[config.mk]
export PLATFORM = sky130hd
export DESIGN_NAME = ps2_ascii_decoder
export DESIGN_NICKNAME = d
export VERILOG_FILES = /design/src/rtl/ps2_ascii_decoder.sv
export SDC_FILE = /design/constraint.sdc
export NUM_CORES = 1
export LEC_CHECK = 0
export BUFFER_PORTS_ARGS = -buffer_cell sky130_fd_sc_hd__buf_2
export CAP_MARGIN = 5
export CORE_ASPECT_RATIO = 1.2
export CORE_MARGIN = 4
export CORE_UTILIZATION = 32
export DETAILED_ROUTE_END_ITERATION = 8
export PLACE_DENSITY_LB_ADDON = 0.1
export SETUP_SLACK_MARGIN = 0.3
export SYNTH_ARGS = -nofsm -noshare
export SYNTH_HDL_FRONTEND = slang
export SYNTH_SLANG_ARGS = --single-unit
[constraint.sdc]
create_clock -name clk -period 2.9 [get_ports clk]
set_input_delay 0 -clock clk [delete_from_list [all_inputs] [get_ports clk]]
set_output_delay 0 -clock clk [all_outputs]
set_load 0.01 [all_outputs]
[src/rtl/ps2_ascii_decoder.sv]
// ps2_ascii_decoder: PS/2 Set-2 scan-code receiver and decoder that queues ASCII characters for the video memory writer.
// Latency: with the queue empty, ascii_valid rises in cycle E+2, where E is the cycle that detects the stop-bit falling edge.
// Backpressure: ascii_ready holds the queue head; a character pushed while the queue is full is dropped and sets the sticky overflow flag.
// Optional feature macro: KBD_SHIFT_EN builds left/right Shift tracking so letters become upper case.
// Ports: clk, reset (synchronous, active-high); ps2_clk/ps2_data are asynchronous keyboard pins;
//        ascii/ascii_valid/ascii_ready form the queue head; frame_err is a one-cycle pulse; overflow is sticky.
module ps2_ascii_decoder #(
  parameter int FIFO_DEPTH = 8,
  parameter int TIMEOUT    = 50000
) (
  input  logic       clk,
  input  logic       reset,
  input  logic       ps2_clk,
  input  logic       ps2_data,
  output logic [7:0] ascii,
  output logic       ascii_valid,
  input  logic       ascii_ready,
  output logic       frame_err,
  output logic       overflow
);
  localparam int AW = $clog2(FIFO_DEPTH);
  localparam int TW = (TIMEOUT > 1) ? $clog2(TIMEOUT) : 1;

  typedef enum logic [1:0] {S_IDLE, S_BRK, S_EXT, S_EXT_BRK} state_t;

  // Receiver state
  logic [2:0]    pclk_q, pclk_d;     // [0],[1] synchroniser, [2] previous value for edge detect
  logic [1:0]    pdat_q, pdat_d;
  logic [3:0]    bit_cnt_q, bit_cnt_d;
  logic [9:0]    shift_q, shift_d;   // start, d0..d7, parity after ten shifts (start at [0])
  logic [TW-1:0] idle_q, idle_d;
  logic [7:0]    code_q, code_d;
  logic          code_vld_q, code_vld_d;
  logic          frame_err_q, frame_err_d;
  logic          fall;

  // Decoder state
  state_t        state_q, state_d;
  logic          shift_act;
  logic          shift_key;
  logic          push;
  logic [7:0]    push_dat;
`ifdef KBD_SHIFT_EN
  logic          shl_q, shl_d, shr_q, shr_d;
`endif

  // Queue state
  logic [7:0]    mem_q [FIFO_DEPTH];
  logic [7:0]    mem_d [FIFO_DEPTH];
  logic [AW:0]   wr_q, wr_d, rd_q, rd_d;
  logic          ovf_q, ovf_d;
  logic          empty, full, pop, wr_en;

  function automatic logic [7:0] lut_ascii(input logic [7:0] code, input logic upper);
    logic [4:0] idx;
    logic       is_letter;
    logic [7:0] res;
    idx       = 5'd0;
    is_letter = 1'b1;
    res       = 8'h00;
    case (code)
      8'h1C: idx = 5'd0;   8'h32: idx = 5'd1;   8'h21: idx = 5'd2;   8'h23: idx = 5'd3;
      8'h24: idx = 5'd4;   8'h2B: idx = 5'd5;   8'h34: idx = 5'd6;   8'h33: idx = 5'd7;
      8'h43: idx = 5'd8;   8'h3B: idx = 5'd9;   8'h42: idx = 5'd10;  8'h4B: idx = 5'd11;
      8'h3A: idx = 5'd12;  8'h31: idx = 5'd13;  8'h44: idx = 5'd14;  8'h4D: idx = 5'd15;
      8'h15: idx = 5'd16;  8'h2D: idx = 5'd17;  8'h1B: idx = 5'd18;  8'h2C: idx = 5'd19;
      8'h3C: idx = 5'd20;  8'h2A: idx = 5'd21;  8'h1D: idx = 5'd22;  8'h22: idx = 5'd23;
      8'h35: idx = 5'd24;  8'h1A: idx = 5'd25;
      default: is_letter = 1'b0;
    endcase
    if (is_letter) res = (upper ? 8'h41 : 8'h61) + {3'b000, idx};
    case (code)
      8'h45: res = 8'h30;  8'h16: res = 8'h31;  8'h1E: res = 8'h32;  8'h26: res = 8'h33;
      8'h25: res = 8'h34;  8'h2E: res = 8'h35;  8'h36: res = 8'h36;  8'h3D: res = 8'h37;
      8'h3E: res = 8'h38;  8'h46: res = 8'h39;
      8'h29: res = 8'h20;  8'h5A: res = 8'h0A;  8'h66: res = 8'h08;
      default: ;
    endcase
    return res;
  endfunction

  assign fall = pclk_q[2] & ~pclk_q[1];

  // Receiver: frame assembly, validation and mid-frame timeout
  always_comb begin
    pclk_d      = {pclk_q[1:0], ps2_clk};
    pdat_d      = {pdat_q[0], ps2_data};
    bit_cnt_d   = bit_cnt_q;
    shift_d     = shift_q;
    idle_d      = idle_q;
    code_d      = code_q;
    code_vld_d  = 1'b0;
    frame_err_d = 1'b0;
    if (fall) begin
      idle_d = '0;
      if (bit_cnt_q == 4'd10) begin
        // pdat_q[1] is the stop bit; odd parity over d7..d0 plus parity
        bit_cnt_d = 4'd0;
        if (!shift_q[0] && pdat_q[1] && (^shift_q[9:1])) begin
          code_d     = shift_q[8:1];
          code_vld_d = 1'b1;
        end else begin
          frame_err_d = 1'b1;
        end
      end else begin
        shift_d   = {pdat_q[1], shift_q[9:1]};
        bit_cnt_d = bit_cnt_q + 4'd1;
      end
    end else if (bit_cnt_q != 4'd0) begin
      if (idle_q == TW'(TIMEOUT - 1)) begin
        bit_cnt_d   = 4'd0;
        idle_d      = '0;
        frame_err_d = 1'b1;
      end else begin
        idle_d = idle_q + 1'b1;
      end
    end else begin
      idle_d = '0;
    end
  end

`ifdef KBD_SHIFT_EN
  assign shift_act = shl_q | shr_q;
`else
  assign shift_act = 1'b0;
`endif
  assign shift_key = (code_q == 8'h12) || (code_q == 8'h59);

  // FSM: state register
  always_ff @(posedge clk) begin
    if (reset) state_q <= S_IDLE;
    else       state_q <= state_d;
  end

  // FSM: next state
  always_comb begin
    state_d = state_q;
    if (code_vld_q) begin
      case (state_q)
        S_IDLE: begin
          if (code_q == 8'hF0)      state_d = S_BRK;
          else if (code_q == 8'hE0) state_d = S_EXT;
        end
        S_EXT:   state_d = (code_q == 8'hF0) ? S_EXT_BRK : S_IDLE;
        default: state_d = S_IDLE;
      endcase
    end
  end

  // FSM: outputs (queue push and shift tracking)
  always_comb begin
    push     = 1'b0;
    push_dat = lut_ascii(code_q, shift_act);
`ifdef KBD_SHIFT_EN
    shl_d = shl_q;
    shr_d = shr_q;
`endif
    if (code_vld_q) begin
      case (state_q)
        S_IDLE: begin
          if (shift_key) begin
`ifdef KBD_SHIFT_EN
            if (code_q == 8'h12) shl_d = 1'b1;
            else                 shr_d = 1'b1;
`endif
          end else if (code_q != 8'hF0 && code_q != 8'hE0) begin
            push = (push_dat != 8'h00);
          end
        end
        S_BRK: begin
`ifdef KBD_SHIFT_EN
          if (code_q == 8'h12) shl_d = 1'b0;
          if (code_q == 8'h59) shr_d = 1'b0;
`endif
        end
        default: ;
      endcase
    end
  end

  // Queue: a pop in the same cycle frees a slot for a push into a full queue
  assign empty = (wr_q == rd_q);
  assign full  = (wr_q[AW] != rd_q[AW]) && (wr_q[AW-1:0] == rd_q[AW-1:0]);
  assign pop   = !empty && ascii_ready;
  assign wr_en = push && (!full || pop);

  always_comb begin
    mem_d = mem_q;
    if (wr_en) mem_d[wr_q[AW-1:0]] = push_dat;
    wr_d  = wr_en ? wr_q + 1'b1 : wr_q;
    rd_d  = pop ? rd_q + 1'b1 : rd_q;
    ovf_d = ovf_q | (push && full && !pop);
  end

  always_ff @(posedge clk) begin
    if (reset) begin
      pclk_q      <= 3'b111;
      pdat_q      <= 2'b11;
      bit_cnt_q   <= 4'd0;
      shift_q     <= '0;
      idle_q      <= '0;
      code_q      <= 8'h00;
      code_vld_q  <= 1'b0;
      frame_err_q <= 1'b0;
      mem_q       <= '{default: 8'h00};
      wr_q        <= '0;
      rd_q        <= '0;
      ovf_q       <= 1'b0;
`ifdef KBD_SHIFT_EN
      shl_q       <= 1'b0;
      shr_q       <= 1'b0;
`endif
    end else begin
      pclk_q      <= pclk_d;
      pdat_q      <= pdat_d;
      bit_cnt_q   <= bit_cnt_d;
      shift_q     <= shift_d;
      idle_q      <= idle_d;
      code_q      <= code_d;
      code_vld_q  <= code_vld_d;
      frame_err_q <= frame_err_d;
      mem_q       <= mem_d;
      wr_q        <= wr_d;
      rd_q        <= rd_d;
      ovf_q       <= ovf_d;
`ifdef KBD_SHIFT_EN
      shl_q       <= shl_d;
      shr_q       <= shr_d;
`endif
    end
  end

  assign ascii       = empty ? 8'h00 : mem_q[rd_q[AW-1:0]];
  assign ascii_valid = !empty;
  assign frame_err   = frame_err_q;
  assign overflow    = ovf_q;

endmodule

## Word-level counts from Yosys, hierarchy flattened

Index checks and enable logic that the tools add are counted.

- Add/subtract/negate cells: 5
- $lt $le $gt $ge: 3
- Equality and inequality tests: 52
- Mux-type cells: 29
- Bitwise gates (word level): 8
- Reduce and logical (&&, ||, !) cells: 28

Operator list:

| cell | count |
|---|---|
| $eq 8x6->1 const B | 23 |
| $pmux 5 s25 | 1 |
| $pmux 8 s13 | 1 |
| $eq 8x7->1 const B | 10 |
| $bwmux 64 | 1 |
| $eq 8x5->1 const B | 8 |
| $mux 8 | 5 |
| $reduce_or 26->1 | 1 |
| $bmux 8 s3 | 1 |
| $demux 8 s3 | 1 |
| $add 16x1->16 const B | 1 |
| $eq 16x16->1 const B | 1 |
| $eq 8x8->1 const B | 2 |
| $mux 4 | 4 |
| $ne 8x8->1 const B | 2 |
| $add 4x1->4 const B | 3 |
| $mux 1 | 11 |
| $logic_and 1x1->1 | 9 |
| $reduce_xor 9->1 | 1 |
| $add 7x5->8 const A | 1 |
| $ge 4x4->1 const B | 2 |
| $not 3->4 | 2 |
| $reduce_bool 8->1 | 1 |
| $mux 2 | 3 |
| 20 further kinds | 30 |

- Register bits: 120
- Input port bits: 5
- Output and inout port bits: 11

## Depth between registers and ports, before layout

Gate-level depths: netlist of the first run.

- Depth after elaboration: 13
- Gate-level depth with buffers: 12
- Mapped depth without buffers: 10

## Least setup slack after synthesis of the first run

Ideal clock, no wire load.

- Kind: reg-to-reg
- From: register code_q[4]
- To: register mem_q[13] (netlist bit)
- Setup time: 128 ps
- Arrival time: 2574 ps
- Path slack: 198 ps
- Cell stages (with the launch flop): 11
- Buffers on the path: 3
- Period minus slack after synthesis: 2702 ps
- Cells stage by stage: dfxtp_1 buf_6 nor4bb_1 a22o_1 a2111o_1 or4_1 buf_2 or3_1 buf_2 mux2i_1 nor2_1

- Longest elaborated chain between the ends: 11
- Elaborated cells on any way between the ends: 58
- Those cells by class: add/sub: 1; eq/ne: 43; mux: 9; reduce/logical: 5

RTL lines:

| what | line | source |
|---|---|---|
| start, declared | 32 | `logic [7:0] code_q, code_d;` |
| start signal, assigned | 219 | `code_q <= code_d;` |
| $eq 8x5->1, or another cell as far along | 61 | `case (code)` |
| $pmux 5 s25 / $reduce_or 26->1 (equally long branches) | - |  |
| $add 7x5->8 / $mux 1 (equally long branches) | 71, 61 |  |
| $mux 8 | 71 | `if (is_letter) res = (upper ? 8'h41 : 8'h61) + {3'b000, idx};` |
| $pmux 8 s13 | 72 | `case (code)` |
| $reduce_bool 8->1 | 167 | `push = (push_dat != 8'h00);` |
| $mux 1 | 166 | `end else if (code_q != 8'hF0 && code_q != 8'hE0) begin` |
| $mux 1 | 161 | `if (shift_key) begin` |
| $mux 1 | 159 | `case (state_q)` |
| $mux 1 | 158 | `if (code_vld_q) begin` |
| $logic_and 1x1->1 | 185 | `assign wr_en = push && (!full \|\| pop);` |
| end signal, assigned | 222 | `mem_q <= mem_d;` |
| end, declared | 48 | `logic [7:0] mem_q [FIFO_DEPTH];` |

Several ways; a longest one is shown, not always the timed one.
A chain may end at the register's enable or synchronous reset.

## Worst setup path in the final report of the first run

- From: register code_q[2]
- To: register mem_q[60] (netlist bit)

The elaborated chain is that of the path after synthesis.

==> results of run 1 <==
==> final cells by class <==
cell class | instances | share of cell area
clock buffers | 19 | 0.0530
multi-input cells | 483 | 0.466
inverters | 11 | 0.00494
repair buffers | 118 | 0.129
flip-flops and latches | 120 | 0.291
clock inverters | 13 | 0.0175
well taps | 256 | 0.0383
==> cells in the mapped netlist, drive strengths merged (8+ instances only) <==
master	n	share of area
dfxtp	120	0.39
xor2	14	0.020
nor2b	10	0.010
inv	11	0.0067
nand3b	8	0.0097
a21oi	20	0.017
clkbuf	24	0.015
nand2	48	0.029
a211oi	15	0.022
nor3b	17	0.021
mux2i	60	0.097
nand3	14	0.011
xnor2	20	0.028
or2	10	0.010
mux4	16	0.058
buf	22	0.022
nor2	112	0.068
==> timing repair <==
item / 4_1_cts / 5_1_grt
hold buffers: 2 / 0
buffers inserted: 15 / 12
hold endpoints to repair: 2 / 0
resized for setup: 60 / 45
pin swaps: 19 / 16
cloned: 2 / 3
setup endpoints to repair: 69 / 66
==> stage by stage <==
step / TNS (ns) / power, µW / std cells / cell area [µm²] / setup WS (ns)
3_5_place_dp: -0.657 / 1750 / 954 / 6980 / -0.0522
4_1_cts: 0 / 3830 / 1005 / 8020 / 0.145
5_1_grt: -0.0133 / 3910 / 1020 / 8360 / -0.0133
6_report: 0 / 3770 / 1020 / 8360 / 0.148
2_1_floorplan: 0 / 1730 / 658 / 6220 / 0.302
3_3_place_gp: -0.336 / 1750 / 954 / 6980 / -0.0342
==> sequential cells by signal (all words and copies together) (netlist names), 3 cells and up <==
name,flops
mem_q,64
idle_q,16
shift_q,10
code_q,8
bit_cnt_q,4
rd_q,4
wr_q,4
pclk_q,3
==> kinds of logic (layout without fill, tap and decap cells) <==
kind of cell / Yosys count / in the layout / share of synthesized area
buf+inv: 57 / 161 / 0.0435
xor+xnor: 35 / 35 / 0.0517
simple gates: 281 / 282 / 0.240
compound gates: 81 / 82 / 0.106
flops: 120 / 120 / 0.388
mux: 77 / 77 / 0.157
fa+ha+maj: 7 / 7 / 0.0141
==> worst register-to-register path: stages (launching register included) <==
cell and delay [ns]:
dfxtp_4 0.38, buf_12 0.14, and4b_1 0.19, and2_4 0.16, a2111o_1 0.42, nand3b_1 0.21
ha_2 0.21, inv_2 0.07, a31oi_4 0.04, a2111o_1 0.44, buf_12 0.17, mux2i_1 0.13
nor2_1 0.06
==> worst min path at each step <==
stage | to | from | slack (ns) | depth (start not counted)
after floorplan | pclk_q[0]$_SDFF_PP1_ | ps2_clk | 0.10 | 1
after global placement | pclk_q[0]$_SDFF_PP1_ | ps2_clk | 0.19 | 2
after detailed placement | pdat_q[0]$_SDFF_PP1_ | ps2_data | 0.19 | 2
after CTS | code_q[7]$_SDFFE_PP0P_ | reset | 0.03 | 2
after global routing | code_q[7]$_SDFFE_PP0P_ | reset | 0.04 | 2
final | code_q[7]$_SDFFE_PP0P_ | reset | 0.03 | 2
==> layer usage <==
metal | vias up | track usage | routed length [µm]
li1 | 2523 | - | -
met2 | 51 | 0.263 | 8330
met4 | 0 | 0.0490 | 265
met1 | 2481 | 0.191 | 7420
met3 | 20 | 0.0257 | 334
met5 | - | 0 | 0
==> report_power, final <==
| group | total [µW] | switching [µW] | internal [µW] | leakage, µW |
|---|---|---|---|---|
| registers | 1650 | 3.11 | 1650 | 0.000974 |
| clock network | 2070 | 776 | 1290 | 0.000272 |
| logic | 53.2 | 37.9 | 15.2 | 0.00195 |
==> reports/results.txt, run 1 <==
By startpoint and endpoint, the worst setup path is classified as reg -> reg. Clock tree synthesis selected as its root buffer the cell clkbuf_16. Class of the tightest hold or removal check: in -> reg. Static timing analysis puts the maximum clock frequency at 363 MHz. The top cell family by delay on the critical path was compound AO/OA/AOI/OAI gates. In this run the critical register-to-register path is launched from code_q[2]$_SDFFE_PP0P_.

The cell count after synthesis came out at 658. 16 I/O pins were placed. The arrival time at the worst endpoint came out at 3.02 ns. The floorplan has 55 rows. The clock period could shrink to 2.75 ns. From synthesis to final layout, the design area changed by 35.0%. The number of register bits inferred by synthesis is 120. The count of cells along the worst register-to-register path was 12. In this run the critical register-to-register path is captured at mem_q[60]$_SDFFE_PP0P_.

The signal on the critical path passes through buf_12 -> and4b_1 -> and2_4 -> a2111o_1 -> nand3b_1 -> ha_2 -> inv_2 -> a31oi_4 -> a2111o_1 -> buf_12 -> mux2i_1 -> nor2_1. The multi-input combinational cells in the finished layout cover a total of 3890 µm². Following the worst setup path forward leads to its endpoint at mem_q[60]$_SDFFE_PP0P_. In this run the static leakage power is 0.00320 µW. In this run the number of cells on the critical path is 12. The logs give 6190 µm² for the synthesized cell area and 2 for the maximum number of buffers from clock root to sink.

The number of max-slew violations in the final report is 0, and the vertical die dimension is 160 µm. The largest stage delay on the critical path was 0.44 ns. The post-synthesis sequential area ratio is 0.388, and the detailed-placement wirelength estimate is 10900 µm. For this run, the leading register cell type out of synthesis is dfxtp_1. The top cell types in the final layout, fill and taps aside, are dfxtp_1, nor2_1, buf_4. Data on the critical path is required at its endpoint by 3.16 ns. Number of global-route vias before repair: 5099.

Final hold analysis gives a worst-case slack of 0.0336 ns. The most frequent standard cell in the layout excluding fill and tap cells is dfxtp_1. The first detailed-routing pass ran for 4 iterations. Setup violations remaining at the end of the flow were counted as 0. Number of synthesized flops with an enable pin: 0. The count of antenna-violating nets left after detailed routing was 0; the count of final hold-check violations was 0. The H-tree generated during clock tree synthesis spans 4 levels. Across the run, the number of max-cap violations was 0.

In this run the horizontal extent of the chip is 135 µm. In this run the tool buffered the top-level ports with 15 buffer cells. In this run, the number of DRC markers left after iteration 0 of detailed routing was 229. The share of final-layout standard cells stronger than drive strength 1 was 0.326. For the worst slew slack as a fraction of its limit, the log shows 0.485. The insertion delay to the later sink of the worst-skew pair is 0.41 ns. The total overflow left after global routing is 0. The logs give 16300 µm for the post-detailed-routing wire length and 0.442 for the fraction of the core area covered by cells at the end of the flow. TritonCTS built the clock tree.

The run gives 0.15 ns as the minimum setup slack among reg-to-reg paths. The logs give 0 for the number of antenna violations at the first check in global routing and 21600 µm² for the area of the die. In this run, distinct cell masters in the synthesized netlist total 72. The number of sinks handled by clock tree synthesis was 120.

The filler cells instantiated in the layout total 1825. The tools report the launching instance or port of the critical path as code_q[2]$_SDFFE_PP0P_. After detailed routing, the number of remaining DRC violations is 0.

For this run, the number of Yosys warnings is 0. The final layout contains 763 nets. Setup repair after global routing could not meet its margin everywhere. The routability congestion estimate from global placement came out at 0.825.

For the pin with the worst max-slew slack, the measured transition is 0.766 ns. The repair_antennas step left the layout with diodes totalling 0. Clock skew on the completed layout was measured at 0.0101 ns. Entering global routing, the biggest net connects 62 pins.

The worst setup path is captured at a flip-flop. The share of synthesized flip-flops with an asynchronous set or reset came out at 0. The logs give 670 for the total nets after synthesis and 18900 µm² for the core box area. The run finished with clean final reports.

Power spread over the standard cell area amounts to 451 nW/µm². Across the whole layout, storage elements account for 2430 µm². The slowest stage of the critical path is the a2111o_1 cell. The tools report the kind of launch point of the worst setup path as a flip-flop. The ratio of routed vias to standard cells is 4.98, and the combined buffer and inverter count along the critical path is 3.

The number of clock buffers added by TritonCTS is 17. The portion of the clock cycle consumed by the worst path in the final layout came out at 0.949. The total via count after detailed routing is 5075, and the clock transition at the registers of the reported paths is 0.06 ns. Of all nets on the critical path, the largest fanout is 8. The aggregate global-route resource usage is 0.151. IR analysis of the VDD net gives a maximum drop of 342 µV. The detailed-route wire length per cell was 16.0 µm. In this run the mean area of a mapped cell was 9.41 µm². Global-route wire length before repair: 26300 µm.

For the starting density of the core, the log shows 0.327.
Power figures use the tool's default switching activity.
==> run 2: changes to the inputs <==
- clock period: 2.9 -> 3.5 ns (I/O delays scaled with it)
==> run 2 against run 1 <==
Global-route usage decreased by 0.59 points. Critical endpoint is now mem_q[61]$_SDFFE_PP0P_. Sequential cell count unchanged. First-iteration DRC count increased by 24%. Clock-buffer cell count increased by 3. Clock power decreased by 22%. Power decreased by 20%. Highest routed layer unchanged. Routed wire length decreased by 8.0%. Setup slack improved by 0.35 ns.
==> reports/results.txt, run 2 (same netlist as run 1, synthesis figures left out) <==
The flow ran to the end, and the final reports show no timing, DRC or antenna violations. The worst hold margin came out at 0.0539 ns (+0.0203 ns). The launching instance or port of the critical path was code_q[1]$_SDFFE_PP0P_. The layer flagged by global routing as most heavily used is met2. For the number of antenna repair diodes, the log shows 0 (unchanged). The boundary pin count is 16 (unchanged), and the remaining global-route overflow is 0 (unchanged). The largest registers in the layout are mem_q x64, idle_q x16, shift_q x10. The library cell used most frequently in the layout, excluding fill and tap cells, is dfxtp_1. The largest register by flop count was mem_q.

The clock transition at the registers of the reported paths works out to 0.05 ns (about the same). The die outline width is 135 µm (unchanged). The total power divided by cell area is 417 nW/µm² (-7.6%).

TritonCTS built the clock tree. In this run the worst hold path is classified as in -> reg. The portion of the clock cycle consumed by the worst path in the final layout works out to 0.858 (-0.0913). The setup path with the least slack is of type reg -> reg.

The library cells used most frequently in the layout, excluding fill and tap cells, are dfxtp_1, nor2_1, mux2i_1. In this run the clock root is driven by a clkbuf_16. The flip-flop count of the largest register after layout works out to 64 (unchanged).

The number of instances in the placed design was 916 (-4.0%); the leakage power was 0.00271 µW (-15%). The logs give 696 (-8.8%) for the post-layout net count and 0 (unchanged) for the count of final hold-check violations. The kind of launch point of the worst setup path is a flip-flop. The run gives 0.383 (-0.0587) as the fraction of the core area covered by cells at the end of the flow.

The tools report the number of iterations in the first detailed-routing pass as 4 (unchanged). The global-route wire length before repair was 25300 µm (-3.9%); the number of buffers inserted during clock tree synthesis was 17 (unchanged). The tools report the startpoint of the most critical hold path as ascii_ready. The peak supply drop was 299 µV (-13%). The routing usage on met3 came out at 0.0294 (+0.00376). The run gives 0.864 (+4.7%) as the routability congestion estimate from global placement.

For the worst path setup slack after routing, the log shows 0.498 ns (+0.350 ns). The number of cell rows is 55 (unchanged), and the number of fill cells is 1897 (+3.9%). The run gives 951 (-6.8%) as the post-layout instance count excluding filler cells. The worst slew slack as a fraction of its limit is 0.401 (-0.0840). Worst clock skew: 0.00627 ns (-0.00381 ns). For the maximum number of pins on one net before global-route repair, the log shows 54 (-13%). The number of sinks handled by clock tree synthesis came out at 120 (unchanged). The logs give 0.327 (unchanged) for the starting density of the core and 0.146 (-0.00588) for the aggregate global-route resource usage.

The DRC violation count after routing is 0 (unchanged), and the maximum number of buffers from clock root to sink is 2 (unchanged). Setup repair after global routing left no endpoint under its margin. The tools report the total via count after detailed routing as 4812 (-5.2%). The run gives 3.27 ns (+0.25 ns) as the arrival time at the worst endpoint.

For the number of max-slew violations in the final report, the log shows 0 (unchanged). Area taken by flip-flops and latches: 2410 µm² (-0.98%). The ratio of routed vias to standard cells was 5.06 (+1.7%). The tools report the routing usage on met2 as 0.241 (-0.0223).

The share of final-layout standard cells stronger than drive strength 1 came out at 0.196 (-0.130). The run gives 3.77 ns (+0.61 ns) as the critical path data required time. The run gives 15000 µm (-8.0%) as the post-detailed-routing wire length. The layout overhead on the synthesized area was 17.1%; the pre-CTS setup slack was 0.263 ns (+0.315 ns). The area of the die is 21600 µm² (unchanged), and the area occupied by multi-input gates is 3550 µm² (-8.9%).

For the core box area, the log shows 18900 µm² (unchanged). The met1 track demand over resource was 0.186 (-0.00436). The highest achievable clock rate is 333 MHz (-8.3%), and the count of antenna-violating nets left after detailed routing is 0 (unchanged). The H-tree depth is 4 (unchanged), and the quantity of I/O buffers inserted on ports is 15 (unchanged). The vertical die dimension is 160 µm (unchanged), and the initial DRC count is 285 (+24%). The insertion delay to the later sink of the worst-skew pair came out at 0.41 ns (about the same). For the number of antenna violations at the first check in global routing, the log shows 0 (unchanged).

The detailed-placement wirelength estimate was 10200 µm (-5.9%); the number of setup violations in the final report was 0 (unchanged). The number of violations of the max-capacitance limit was 0 (unchanged); the number of global-route vias before repair was 4890 (-4.1%). The maximum net fanout on the critical path came out at 14 (+6). STA classifies the critical path endpoint as a flip-flop. The detailed-route wire length per cell was 15.8 µm (-1.3%). The total negative setup slack is 0 ns (unchanged), and the post-layout minimum cycle time is 3.00 ns (+0.250 ns).

The startpoint of the worst-slack reg-to-reg timing path is code_q[1]$_SDFFE_PP0P_. The transition time at the pin with the least slew margin is 0.895 ns (+0.129 ns).
==> run 2: cell types whose count changed in the layout (fill, tap and decap cells not counted), sizes merged <==
cell      before  now
a21oi         21   20
buf          113   51
bufinv         2    1
clkinv         4    5
clkinvlp       5    2
inv           13   11
nor4           6    5
==> run 2: worst paths after layout <==
| path | to | slack, ns | depth (start not counted) |
|---|---|---|---|
| worst min-delay path | overflow$_SDFF_PP0_ | 0.05 | 4 |
| worst max register to register | mem_q[61]$_SDFFE_PP0P_ | 0.50 | 11 |
| worst min register to register | pdat_q[1]$_SDFF_PP1_ | 0.41 | 1 |
| worst max-delay path | mem_q[61]$_SDFFE_PP0P_ | 0.50 | 11 |
==> run 2: power breakdown <==
group          switching (µW)  internal [µW]  leakage (µW)
sequential               2.52           1370      0.000970
combinational            30.7           12.2       0.00147
clock                     588           1020      0.000268
total                     621           2400       0.00271
==> run 2: routing by layer <==
layer | share of wire | wire (µm)
met4 | 0.020 | 294
met1 | 0.46 | 6950
met5 | 0 | 0
met2 | 0.50 | 7480
met3 | 0.021 | 318
==> run 2: per-stage QoR <==
stage | area, µm² | total power (µW)
6_report | 7250 | 3020
5_1_grt | 7250 | 3130
4_1_cts | 7190 | 3080
3_5_place_dp | 6620 | 1450
3_3_place_gp | 6620 | 1440
2_1_floorplan | 6190 | 1430
==> run 2: area by class of cell <==
| type | instances | share of cell area |
|---|---|---|
| Inverter | 11 | 0.00570 |
| Sequential cell | 120 | 0.332 |
| Clock inverter | 8 | 0.0102 |
| Multi-Input combinational cell | 481 | 0.490 |
| Tap cell | 256 | 0.0442 |
| Clock buffer | 22 | 0.0654 |
| Timing Repair Buffer | 53 | 0.0525 |
==> run 2: what timing repair did <==
action / CTS / global route
pin swaps: 1 / 2
endpoints found under the setup margin: 20 / 56
setup buffers: 0 / 3
hold buffers: 2 / 0
gates resized for setup: 2 / 9
endpoints found under the hold margin: 2 / 0
==> run 2: critical path, stage by stage (launching register included) <==
cell	delay (ns)
dfxtp_1	0.39
buf_4	0.23
nor4bb_1	0.60
a32oi_1	0.11
o211ai_1	0.27
nor4_4	0.08
buf_4	0.19
buf_4	0.15
a2111oi_4	0.26
buf_4	0.29
mux2i_1	0.22
nor2_1	0.06
